<file path="config.mk">
export PLATFORM = sky130hd
export DESIGN_NAME = procesor_mc
export DESIGN_NICKNAME = d
export VERILOG_FILES = /design/src/rtl/procesor_mc.sv
export SDC_FILE = /design/constraint.sdc
export NUM_CORES = 1
export LEC_CHECK = 0
export ABC_CLOCK_PERIOD_IN_PS = 5100
export CORE_MARGIN = 5
export CORE_UTILIZATION = 50
export CTS_CLUSTER_SIZE = 14
export DETAILED_ROUTE_END_ITERATION = 7
export PLACE_DENSITY = 0.7
export SYNTH_ARGS = -nofsm -noshare
export SYNTH_HDL_FRONTEND = slang
export SYNTH_SLANG_ARGS = --single-unit
</file>
<file path="constraint.sdc">
create_clock -name clk -period 5.1 [get_ports clk]
set_input_delay 0.765 -clock clk [delete_from_list [all_inputs] [get_ports clk]]
set_output_delay 0.765 -clock clk [all_outputs]
set_load 0.005 [all_outputs]
</file>
<file path="src/rtl/procesor_mc.sv">
// rtl/procesor_mc.sv - multi-cycle accumulator core with register file, return stack and handshaked data memory
module procesor_mc #(
    parameter int DATA_W  = 16,
    parameter int ADDR_W  = 16,
    parameter int REG_CNT = 32,
    parameter int STACK_D = 8,
    parameter int MEM_AW  = 10
) (
    input  logic              clk,
    input  logic              rst,
    output logic [ADDR_W-1:0] ins_addr,
    input  logic [DATA_W+3:0] ins_data,
    output logic              mem_req,
    output logic              mem_we,
    output logic [MEM_AW-1:0] mem_addr,
    output logic [DATA_W-1:0] mem_wdata,
    input  logic [DATA_W-1:0] mem_rdata,
    input  logic              mem_ack,
    output logic [DATA_W-1:0] acc,
    output logic              halted,
    output logic [1:0]        fault
);
    localparam int INS_W = DATA_W + 4;
    localparam int RW    = $clog2(REG_CNT);
    localparam int SW    = $clog2(STACK_D);

    localparam logic [3:0] OP_NOP = 4'd0, OP_LDI = 4'd1, OP_ADD = 4'd2, OP_SUB = 4'd3;
    localparam logic [3:0] OP_AND = 4'd4, OP_OR = 4'd5, OP_XOR = 4'd6, OP_MOVR = 4'd7;
    localparam logic [3:0] OP_MOVA = 4'd8, OP_LDM = 4'd9, OP_STM = 4'd10, OP_JMP = 4'd11;
    localparam logic [3:0] OP_JZ = 4'd12, OP_CALL = 4'd13, OP_RET = 4'd14, OP_HLT = 4'd15;

    typedef enum logic [1:0] {S_FETCH, S_EXEC, S_MEM, S_HALT} state_t;

    state_t            state, next_state;
    logic [ADDR_W-1:0] pc;
    logic [DATA_W-1:0] a;
    logic              flag_z, flag_c;
    logic [SW:0]       sp;
    logic [INS_W-1:0]  ir;
    logic [DATA_W-1:0] rf [REG_CNT];
    logic [ADDR_W-1:0] stack [STACK_D];

    logic [3:0]        op;
    logic [DATA_W-1:0] imm;
    logic [RW-1:0]     ridx;
    logic [DATA_W-1:0] rval;
    logic [ADDR_W-1:0] pc_inc, target;
    logic [SW-1:0]     top_idx;
    logic              stack_full, stack_empty;
    logic [DATA_W:0]   alu;

    assign op          = ir[INS_W-1:DATA_W];
    assign imm         = ir[DATA_W-1:0];
    assign ridx        = imm[RW-1:0];
    assign rval        = rf[ridx];
    assign pc_inc      = pc + ADDR_W'(1);
    assign target      = imm[ADDR_W-1:0];
    assign top_idx     = sp[SW-1:0] - SW'(1);
    assign stack_full  = (sp == (SW+1)'(STACK_D));
    assign stack_empty = (sp == '0);

    assign ins_addr  = pc;
    assign mem_req   = (state == S_MEM);
    assign mem_we    = (op == OP_STM);
    assign mem_addr  = imm[MEM_AW-1:0];
    assign mem_wdata = a;
    assign acc       = a;
    assign halted    = (state == S_HALT);

    // Extra top bit carries carry-out on ADD and borrow on SUB
    always_comb begin
        alu = '0;
        case (op)
            OP_ADD:  alu = {1'b0, a} + {1'b0, rval};
            OP_SUB:  alu = {1'b0, a} - {1'b0, rval};
            OP_AND:  alu = {1'b0, a & rval};
            OP_OR:   alu = {1'b0, a | rval};
            OP_XOR:  alu = {1'b0, a ^ rval};
            default: alu = '0;
        endcase
    end

    always_ff @(posedge clk) begin
        if (rst) state <= S_FETCH;
        else     state <= next_state;
    end

    always_comb begin
        next_state = state;
        case (state)
            S_FETCH: next_state = S_EXEC;
            S_EXEC: begin
                case (op)
                    OP_LDM, OP_STM: next_state = S_MEM;
                    OP_HLT:         next_state = S_HALT;
                    OP_CALL:        next_state = stack_full ? S_HALT : S_FETCH;
                    OP_RET:         next_state = stack_empty ? S_HALT : S_FETCH;
                    default:        next_state = S_FETCH;
                endcase
            end
            S_MEM:   next_state = mem_ack ? S_FETCH : S_MEM;
            default: next_state = S_HALT;
        endcase
    end

    always_ff @(posedge clk) begin
        if (rst) begin
            pc     <= '0;
            a      <= '0;
            flag_z <= 1'b0;
            flag_c <= 1'b0;
            sp     <= '0;
            ir     <= '0;
            fault  <= 2'd0;
        end else begin
            case (state)
                S_FETCH: ir <= ins_data;
                S_EXEC: begin
                    pc <= pc_inc;
                    case (op)
                        OP_NOP, OP_MOVR: ;
                        OP_LDI:  a <= imm;
                        OP_ADD, OP_SUB, OP_AND, OP_OR, OP_XOR: begin
                            a      <= alu[DATA_W-1:0];
                            flag_z <= (alu[DATA_W-1:0] == '0);
                            flag_c <= alu[DATA_W];
                        end
                        OP_MOVA: a <= rval;
                        OP_LDM, OP_STM, OP_HLT: pc <= pc;
                        OP_JMP:  pc <= target;
                        OP_JZ:   if (flag_z) pc <= target;
                        OP_CALL: begin
                            if (stack_full) begin
                                pc    <= pc;
                                fault <= 2'd1;
                            end else begin
                                sp <= sp + (SW+1)'(1);
                                pc <= target;
                            end
                        end
                        OP_RET: begin
                            if (stack_empty) begin
                                pc    <= pc;
                                fault <= 2'd2;
                            end else begin
                                sp <= sp - (SW+1)'(1);
                                pc <= stack[top_idx];
                            end
                        end
                        default: begin
                            pc    <= pc;
                            fault <= 2'd3;
                        end
                    endcase
                end
                S_MEM: begin
                    if (mem_ack) begin
                        pc <= pc_inc;
                        if (op == OP_LDM) a <= mem_rdata;
                    end
                end
                default: ;
            endcase
        end
    end

    // Register file and return stack hold no reset value
    always_ff @(posedge clk) begin
        if (!rst && state == S_EXEC) begin
            if (op == OP_MOVR) rf[ridx] <= a;
            if (op == OP_CALL && !stack_full) stack[sp[SW-1:0]] <= pc_inc;
        end
    end
endmodule

</file>
==> flow_metrics.env, run 1 <==
export IMPL_path_class="reg -> reg"
export IMPL_start_kind="flop"
export IMPL_layout_commonest_cell="edfxtp_1"
export IMPL_synthArstFlopShare_pct=0
export IMPL_fin_util_pct=59.4
export IMPL_grt_start_max_net_pins=41
export IMPL_synthesis_nets=2096
export IMPL_fin_crit_sh_pct=96.4
export IMPL_grt_pass1_wl_um=122000
export IMPL_hold_viol_final=0
export IMPL_worst_clock_skew_ns=0.0149
export IMPL_drt_first_pass_iters=6
export IMPL_drt_initial_drc_count=1996
export IMPL_num_vias=19200
export IMPL_area_growth_pct=18.4
export IMPL_wl_um=83200
export IMPL_r2r_cells=23
export IMPL_clock_root_buffer="clkbuf_16"
export IMPL_pre_cts_slack_ns=-0.0767
export IMPL_r2r_end="flag_z"
export IMPL_ctsLongestPathBuffers=3
export IMPL_die_y_um=258
export IMPL_period_minus_slack_ns=4.92
export IMPL_cp_max_fo=8
export IMPL_synthFlopType="edfxtp_1"
export IMPL_syn_area_um2=30700
export IMPL_path_clk_slew_ns=0.07
export IMPL_route_detailed_drc=0
export IMPL_synthTopCellsByArea="edfxtp_1 63%, mux4_2 7.9%, mux2i_1 4.9%"
export IMPL_drive_above_1_share_pct=20.8
export IMPL_ys_seq_area_share_pct=66.8
export IMPL_cts_sinks=706
export IMPL_cts_made_buffers=72
export IMPL_timing_hold_ws_ns=0.472
export IMPL_via_per_inst=6.20
export IMPL_endpoint="flag_z"
export IMPL_antenna_found_initial=0
export IMPL_cts_htree_levels=3
export IMPL_track_usage_pct=24.4
export IMPL_drv_cap=0
export IMPL_post_drt_wl_per_cell_um=26.9
export IMPL_p_leak_nw=12.5
export IMPL_r2r_slack_ns=0.18
export IMPL_port_buffers=101
export IMPL_die_area_um2=66500
export IMPL_yosysTopAreaCell="edfxtp_1"
export IMPL_slew_viol_final=0
export IMPL_finalSetupViolCount=0
export IMPL_worst_hold_path_type="reg -> reg"
export IMPL_synth_ff_latch_count=706
export IMPL_required_ns=5.64
export IMPL_start_util_pct=50.2
export IMPL_dieWidth_um=258
export IMPL_layout_common_cells="640 x edfxtp_1, 174 x buf_4, 149 x mux2i_1"
export IMPL_antenna_cells=0
export IMPL_synth_top_area_share_pct=62.5
export IMPL_gr_total_overflow=0
export IMPL_synth_distinct_cells=74
export IMPL_clk_latency_ns=0.62
export IMPL_grt_pass1_vias=18900
export IMPL_ir_drop_v=0.000313
export IMPL_cts_hold_buf=0
export IMPL_coreArea_um2=61300
export IMPL_gp_congestion=0.956
export IMPL_worstMarginPinSlew_ns=1.34
export IMPL_avgSynthCellArea_um2=15.4
export IMPL_drtAntennaViolNets=0
export IMPL_max_freq_mhz=203
export IMPL_synthCells=1998
export IMPL_synth_edf_count=640
export IMPL_ios=102
export IMPL_timing_final_ws_setup_ns=0.185
export IMPL_crit_path_end_kind="flop"
export IMPL_slew_headroom_pct=10.3
export IMPL_nNetsFinal=2340
export IMPL_regArea_um2=20600
export IMPL_fp_row_count=91
export IMPL_yosys_warnings=0
export IMPL_power_density_nw_per_um2=367
export IMPL_multi_input_area_um2=9550
export IMPL_nFillCells=4552
export IMPL_worst_endpoint_arrival_ns=5.45
export IMPL_status="completed"
export IMPL_cts_tree="yes"
export IMPL_hpwl_um=53300
==> stage by stage <==
stage | setup TNS (ns) | area [um^2] | total power, mW | cells
after floorplan | 0 | 30700 | 7.51 | 1998
after global placement | -0.0638 | 33500 | 8.10 | 2933
after detailed placement | -0.124 | 33500 | 8.13 | 2933
after CTS | 0 | 36000 | 13.3 | 3068
after global routing | -0.0138 | 36400 | 13.8 | 3089
final | 0 | 36400 | 13.4 | 3089
==> worst max-delay path: stages, from the launching register on <==
cell and delay (ns):
dfxtp_4 0.37, buf_4 0.14, buf_12 0.13, buf_4 0.13, nor2b_1 0.18, buf_4 0.22, a22oi_1 0.10, nand3_1 0.17
nand4_1 0.26, or3_4 0.47, or4b_4 0.51, buf_4 0.16, o21ai_2 0.12, xnor2_1 0.14, ha_1 0.27, buf_4 0.15
buf_4 0.13, a211o_1 0.27, mux2i_1 0.15, nand2_1 0.12, a2111oi_4 0.28, buf_4 0.16, nand3b_1 0.07, o21ai_1 0.14
==> cell usage after synthesis, types with 24 or more instances <==
library cell,count
mux4_2,108
o21ai_0,49
nand3_1,51
buf_4,30
buf_2,24
a22oi_1,41
mux2i_1,150
nor2_1,132
edfxtp_1,640
nand2_1,128
clkbuf_1,52
dfxtp_1,66
xnor2_1,26
ha_1,57
a21oi_1,83
inv_1,58
==> flip-flops by register name (all words and copies together) (netlist names), named ones only <==
register  flops
rf          512
acc          16
ins_addr     16
flag_z        1
stack       128
ir           20
fault         2
sp            4
state         2
==> cell type report <==
type | instances | area share (%)
multi-input combinational | 1104 | 26.2
sequential | 706 | 56.5
tap | 790 | 2.71
inverter | 60 | 0.619
clock inverter | 30 | 0.859
timing repair buffer | 298 | 7.56
clock buffer | 101 | 5.56
==> worst min-delay path by stage <==
stage	slack [ns]	cells after the start	endpoint	startpoint
6_report	0.47	2	acc[1]	acc[1]
3_5_place_dp	0.47	2	acc[1]	acc[1]
4_1_cts	0.47	2	acc[1]	acc[1]
5_1_grt	0.51	2	acc[1]	acc[1]
3_3_place_gp	0.46	2	acc[1]	acc[1]
2_1_floorplan	0.47	2	sp[3]	sp[3]
==> cell families after synthesis <==
kind of cell,count (synthesis),synth area share (%)
flops,706,66.8
simple gates,429,6.49
compound gates,307,6.77
mux,267,13.4
buf+inv,188,2.91
fa+ha+maj,59,2.45
xor+xnor,42,1.20
==> power breakdown <==
| group | leakage (nW) | switching, mW | total (mW) | internal (mW) |
|---|---|---|---|---|
| Sequential | 6.50 | 0.0857 | 6.48 | 6.40 |
| Combinational | 4.89 | 0.936 | 1.65 | 0.712 |
| Clock | 1.14 | 2.16 | 5.24 | 3.08 |
==> routing by layer <==
layer  up-vias  GRT usage, %  wire length, um
met5         -             0                0
met4         0          7.30             2340
met3       164          3.96             7190
met2      1016          39.6            40300
met1      9695          34.3            33400
li1       8278             -                -
==> timing repair <==
item	in CTS	in global routing
pin swaps	1	11
buffers inserted	4	18
endpoints found under the setup margin	3	6
cloned	0	4
resized for setup	7	48
Note: power is estimated with default switching activity, not from simulation.
==> run 2, diff against run 1 <==
- ABC_CLOCK_PERIOD_IN_PS: 5100 -> 5600
- CAP_MARGIN: default -> 40
- CORE_UTILIZATION: 50 -> 30
- PLACE_DENSITY: 0.7 -> 0.45
- clock period: 5.1 -> 5.6 ns (I/O delays scaled with it)
==> run 2 against run 1 <==
Routed wire length is 14% higher. Die area is 64% higher. Sequential power is 8.6% lower. Worst hold slack better by 0.026 ns. Power is 5.3% lower. Via count is 4.0% lower. Global-route usage is 7.1 points lower. Combinational power is 14% lower. Register-to-register slack worse by 0.099 ns. Fmax is 11% lower. Critical path depth is 4 lower. Sequential share of layout area is 1.2 points lower. Critical endpoint is now acc[15].
==> flow_metrics.env, run 2 (same netlist as run 1, synthesis figures left out) <==
export IMPL_p_leak_nw=12.5
export IMPL_layoutNonFillerInstCount=3645
export IMPL_worst_hold_path_type="reg -> reg"
export IMPL_hold_depth=2
export IMPL_worstHoldEndpoint="fault[1]"
export IMPL_path_class="reg -> reg"
export IMPL_port_buffers=101
export IMPL_post_drt_wl_per_cell_um=26.0
export IMPL_hold_start="fault[1]"
export IMPL_fin_crit_sh_pct=98.5
export IMPL_top_register="rf"
export IMPL_ctsLongestPathBuffers=3
export IMPL_coreArea_um2=102000
export IMPL_gp_congestion=0.874
export IMPL_wl_um=94800
export IMPL_status="completed"
export IMPL_crit_path_end_kind="flop"
export IMPL_start_kind="flop"
export IMPL_nFillCells=9608
export IMPL_nNetsFinal=2310
export IMPL_placed_cells=3490
export IMPL_p_total_mw=12.7
export IMPL_route_detailed_drc=0
export IMPL_required_ns=6.11
export IMPL_cts_htree_levels=3
export IMPL_gr_total_overflow=0
export IMPL_cp_max_fo=14
export IMPL_drv_cap=0
export IMPL_period_minus_slack_ns=5.51
export IMPL_area_growth_pct=21.0
export IMPL_via_per_inst=5.04
export IMPL_regArea_um2=20600
export IMPL_antenna_found_initial=4
export IMPL_ir_drop_v=0.000185
export IMPL_finalSetupViolCount=0
export IMPL_path_clk_slew_ns=0.07
export IMPL_hold_viol_final=0
export IMPL_die_y_um=330
export IMPL_ios=102
export IMPL_hpwl_um=62700
export IMPL_track_usage_pct=17.2
export IMPL_drt_first_pass_iters=5
export IMPL_layout_commonest_cell="edfxtp_1"
export IMPL_multi_input_area_um2=9510
export IMPL_drt_initial_drc_count=1668
export IMPL_drtAntennaViolNets=0
export IMPL_cts_sinks=706
export IMPL_dieWidth_um=330
export IMPL_max_freq_mhz=181
export IMPL_cts_hold_buf=0
export IMPL_pre_cts_slack_ns=-0.0159
export IMPL_cts_tree="yes"
export IMPL_fin_util_pct=36.6
export IMPL_worst_endpoint_arrival_ns=6.03
export IMPL_num_vias=18400
export IMPL_largest_register_ffs=512
export IMPL_die_area_um2=109000
export IMPL_clock_root_buffer="clkbuf_16"
export IMPL_fin_tns_setup_ns=0
export IMPL_clk_latency_ns=0.64
export IMPL_r2r_slack_ns=0.09
export IMPL_fp_row_count=117
export IMPL_drive_above_1_share_pct=20.1
export IMPL_grt_pass1_vias=19100
export IMPL_worstMarginPinSlew_ns=0.931
export IMPL_r2r_cells=19
export IMPL_layout_common_cells="640 x edfxtp_1, 150 x mux2i_1, 135 x buf_4"
export IMPL_grt_pass1_wl_um=136000
export IMPL_slew_viol_final=0
export IMPL_r2r_end="acc[15]"
export IMPL_power_density_nw_per_um2=341
export IMPL_worst_clock_skew_ns=0.0382
export IMPL_start_util_pct=30.2
export IMPL_rsz0062_at_grt="false"
export IMPL_timing_final_ws_setup_ns=0.0859
export IMPL_cts_made_buffers=81
export IMPL_grt_start_max_net_pins=39
export IMPL_slew_headroom_pct=37.5
run 2: cell count changes in the layout (fill, tap and decap cells not counted), sizes merged:
cell      before  now
bufinv         6   10
diode          0    1
clkinvlp       0    1
clkbuf       105  103
buf          194  159
clkinv        24   31
inv           60   62
run 2: stage by stage:
step / instance area, um^2 / hold WS (ns)
floorplan: 30700 / 0.467
global placement: 34100 / 0.478
detailed placement: 34400 / 0.493
CTS: 37100 / 0.505
global route: 37200 / 0.525
finish: 37200 / 0.498
run 2: final cells by class:
cell class,count,share of cell area [%]
Tap cell,1368,4.60
Multi-Input combinational cell,1104,25.6
Antenna cell,1,0.00673
Inverter,60,0.606
Sequential cell,706,55.3
Timing Repair Buffer,259,6.80
Clock buffer,103,5.81
Clock inverter,44,1.32
run 2: metal layers:
layer	GRT usage (%)	part of all wire (%)	wire length [um]	vias up
li1	-	-	-	8217
met1	24.2	45	42900	9524
met2	27.8	47	44700	517
met3	3.04	5.0	4780	129
met4	4.58	2.5	2360	0
met5	0	0	0	-
run 2: what timing repair did:
| item | CTS | global route |
|---|---|---|
| resized for setup | 2 | 6 |
| pin swaps | 0 | 0 |
| endpoints found under the setup margin | 2 | 3 |
| buffers inserted | 2 | 1 |
run 2: worst max-delay path, stage by stage (launching register included):
cell and delay (ns):
dfxtp_4 0.39, buf_12 0.18, buf_12 0.16, mux4_2 0.50
a22o_1 0.26, a221oi_1 0.72, nand3_2 0.54, o41ai_1 0.54
buf_4 0.18, xnor2_1 0.06, ha_1 0.29, and3_1 0.18
nand2_1 0.07, a311oi_1 0.28, a21oi_1 0.11, a21oi_1 0.19
xnor2_1 0.12, a211o_1 0.29, a31oi_1 0.23, a221oi_2 0.09
run 2: where the power goes:
part,switching (mW),internal [mW],leakage [nW]
clock,2.14,3.19,1.30
combinational,0.843,0.579,4.65
sequential,0.0878,5.83,6.50
total,3.07,9.60,12.5
run 2: worst max-delay path by stage:
stage                     startpoint      end
after floorplan                 flop   flag_z
after global placement          flop   flag_z
after detailed placement        flop  acc[15]
after CTS                       flop   flag_z
after global routing            flop  acc[15]
final                           flop  acc[15]
==> run 3, diff against run 2 <==
- ABC_CLOCK_PERIOD_IN_PS: 5600 -> 5350
- clock period: 5.6 -> 5.35 ns (I/O delays scaled with it)
==> run 3 against run 2 <==
Critical path depth is 3 higher. Utilization is 0.52 points higher. Final cell count is 0.93% higher. Power is 6.4% higher. Global-route usage is 0.15 points lower. Sequential share of layout area is 0.76 points lower. Flip-flop and latch count stayed put. Fmax is 7.6% higher. Largest cell class unchanged.
==> flow_metrics.env, run 3 (same netlist as run 1, synthesis figures left out) <==
export IMPL_ctsLongestPathBuffers=3
export IMPL_gp_congestion=0.859
export IMPL_required_ns=5.94
export IMPL_fin_util_pct=37.1
export IMPL_start_util_pct=30.2
export IMPL_nNetsFinal=2342
export IMPL_critPathBufInv=4
export IMPL_p_int_mw=10.2
export IMPL_pre_cts_slack_ns=-0.121
export IMPL_cp_top_family="compound AO/OA/AOI/OAI gates"
export IMPL_antenna_cells=0
export IMPL_die_area_um2=109000
export IMPL_die_y_um=330
export IMPL_hold_depth=2
export IMPL_route_met3_wl_um=4340
export IMPL_wl_met2_um=45300
export IMPL_area_growth_pct=22.7
export IMPL_cts_hold_buf=0
export IMPL_num_vias=18800
export IMPL_gr_total_overflow=0
export IMPL_hold_viol_final=0
export IMPL_final_area_um2=37700
export IMPL_clk_latency_ns=0.66
export IMPL_cts_made_buffers=81
export IMPL_r2r_end="flag_z"
export IMPL_max_freq_mhz=195
export IMPL_worstMarginPinSlew_ns=0.877
export IMPL_max_stage_delay_ns=0.51
export IMPL_finalSetupViolCount=0
export IMPL_drt_first_pass_iters=8
export IMPL_grt_start_max_net_pins=40
export IMPL_crit_path_end_kind="flop"
export IMPL_drv_cap=0
export IMPL_worst_clock_skew_ns=0.0353
export IMPL_ir_drop_v=0.000273
export IMPL_period_minus_slack_ns=5.12
export IMPL_cts_sinks=706
export IMPL_largest_register_ffs=512
export IMPL_dieWidth_um=330
export IMPL_cts_tree="yes"
export IMPL_hold_start="ir[18]"
export IMPL_drive_above_1_share_pct=21.6
export IMPL_layout_commonest_cell="edfxtp_1"
export IMPL_coreArea_um2=102000
export IMPL_cts_htree_levels=3
export IMPL_ios=102
export IMPL_drtAntennaViolNets=0
export IMPL_place_area_um2=34700
export IMPL_power_share_clock_pct=42.4
export IMPL_grt_pass1_vias=19200
export IMPL_worst_hold_path_type="reg -> reg"
export IMPL_r2r_slack_ns=0.23
export IMPL_hpwl_um=62800
export IMPL_comb_power_share_pct=11.6
export IMPL_slew_viol_final=0
export IMPL_slew_headroom_pct=41.4
export IMPL_p_total_mw=13.5
export IMPL_status="completed"
export IMPL_start_kind="flop"
export IMPL_track_usage_pct=17.1
export IMPL_nFillCells=9564
export IMPL_layout_common_cells="640 x edfxtp_1, 159 x buf_4, 146 x mux2i_1"
export IMPL_wl_um=94500
export IMPL_cp_cell_sequence="buf_4, mux4_2, a221oi_2, nand3_1, buf_4, inv_1, ha_1, nand2_1, or3_4, o21ai_2, xnor2_1, ha_1, a21o_1, a21o_1, a21o_1, a211o_1, mux2i_1, nand2_1, a2111oi_2, buf_4, nand3b_1, o21ai_2"
export IMPL_cp_max_fo=6
export IMPL_wl_met1_um=42500
export IMPL_highest_layer="met4"
export IMPL_grt_pass1_wl_um=136000
export IMPL_path_class="reg -> reg"
export IMPL_route_detailed_drc=0
export IMPL_antenna_found_initial=3
export IMPL_top_register="rf"
export IMPL_path_clk_slew_ns=0.06
export IMPL_r2r_cells=22
export IMPL_fin_crit_sh_pct=95.8
export IMPL_p_seq_share_pct=45.9
export IMPL_p_switching_mw=3.26
export IMPL_via_per_inst=5.10
export IMPL_worst_endpoint_arrival_ns=5.71
export IMPL_port_buffers=101
export IMPL_p_leak_nw=12.7
export IMPL_timing_final_ws_setup_ns=0.226
export IMPL_crit_slowest_cell="mux4_2"
export IMPL_sw_frac_of_total_pct=24.2
export IMPL_drt_initial_drc_count=1668
export IMPL_clock_root_buffer="clkbuf_16"
export IMPL_fp_row_count=117
export IMPL_worstHoldEndpoint="ir[18]"
export IMPL_power_density_nw_per_um2=357
export IMPL_post_drt_wl_per_cell_um=25.7
## run 3: per-stage QoR
stage | std cells | TNS, ns | hold WS, ns
floorplan | 1998 | 0 | 0.467
global placement | 3499 | -0.0933 | 0.478
detailed placement | 3522 | -0.161 | 0.487
CTS | 3675 | 0 | 0.461
global route | 3679 | -0.0427 | 0.502
finish | 3679 | 0 | 0.502
## run 3: repair_timing
| action | 4_1_cts | 5_1_grt |
|---|---|---|
| resized for setup | 5 | 25 |
| setup endpoints to repair | 2 | 6 |
| pin swaps | 1 | 6 |
| cloned | 0 | 1 |
| buffers inserted | 3 | 3 |
## run 3: per-layer routing
layer,GRT usage (%),up-vias
li1,-,8296
met1,23.7,9815
met2,28.2,547
met3,2.60,117
met4,4.78,0
met5,0,-
## run 3: power groups by stage
stage	logic, mW	clock network, mW	registers, mW
after floorplan	0.851	0	6.30
after global placement	1.53	0	6.31
after detailed placement	1.54	0	6.31
after CTS	1.56	5.86	6.19
after global routing	1.70	6.07	6.19
final	1.57	5.72	6.19
## run 3: tightest hold or removal path, cell delays in order (launching register included)
cell     delay, ns
dfxtp_1       0.33
mux2i_1       0.07
nor2_1        0.07
## run 3: how the worst max path moves through the flow
stage,startpoint,endpoint,slack (ns),cells after the start
after floorplan,flop,flag_z,0.49,24
after global routing,flop,flag_z,-0.04,24
after CTS,flop,flag_z,0.001,23
after detailed placement,flop,flag_z,-0.12,23
final,flop,flag_z,0.23,22
after global placement,flop,flag_z,-0.09,24
## run 3: area by class of cell
class                      count  area (um^2)  area share (%)
sequential                   706        20600            54.5
multi-input combinational   1104         9580            25.4
timing repair buffer         291         2850            7.55
clock buffer                  96         2130            5.66
tap                         1368         1710            4.54
clock inverter                54          651            1.73
inverter                      60          225           0.597
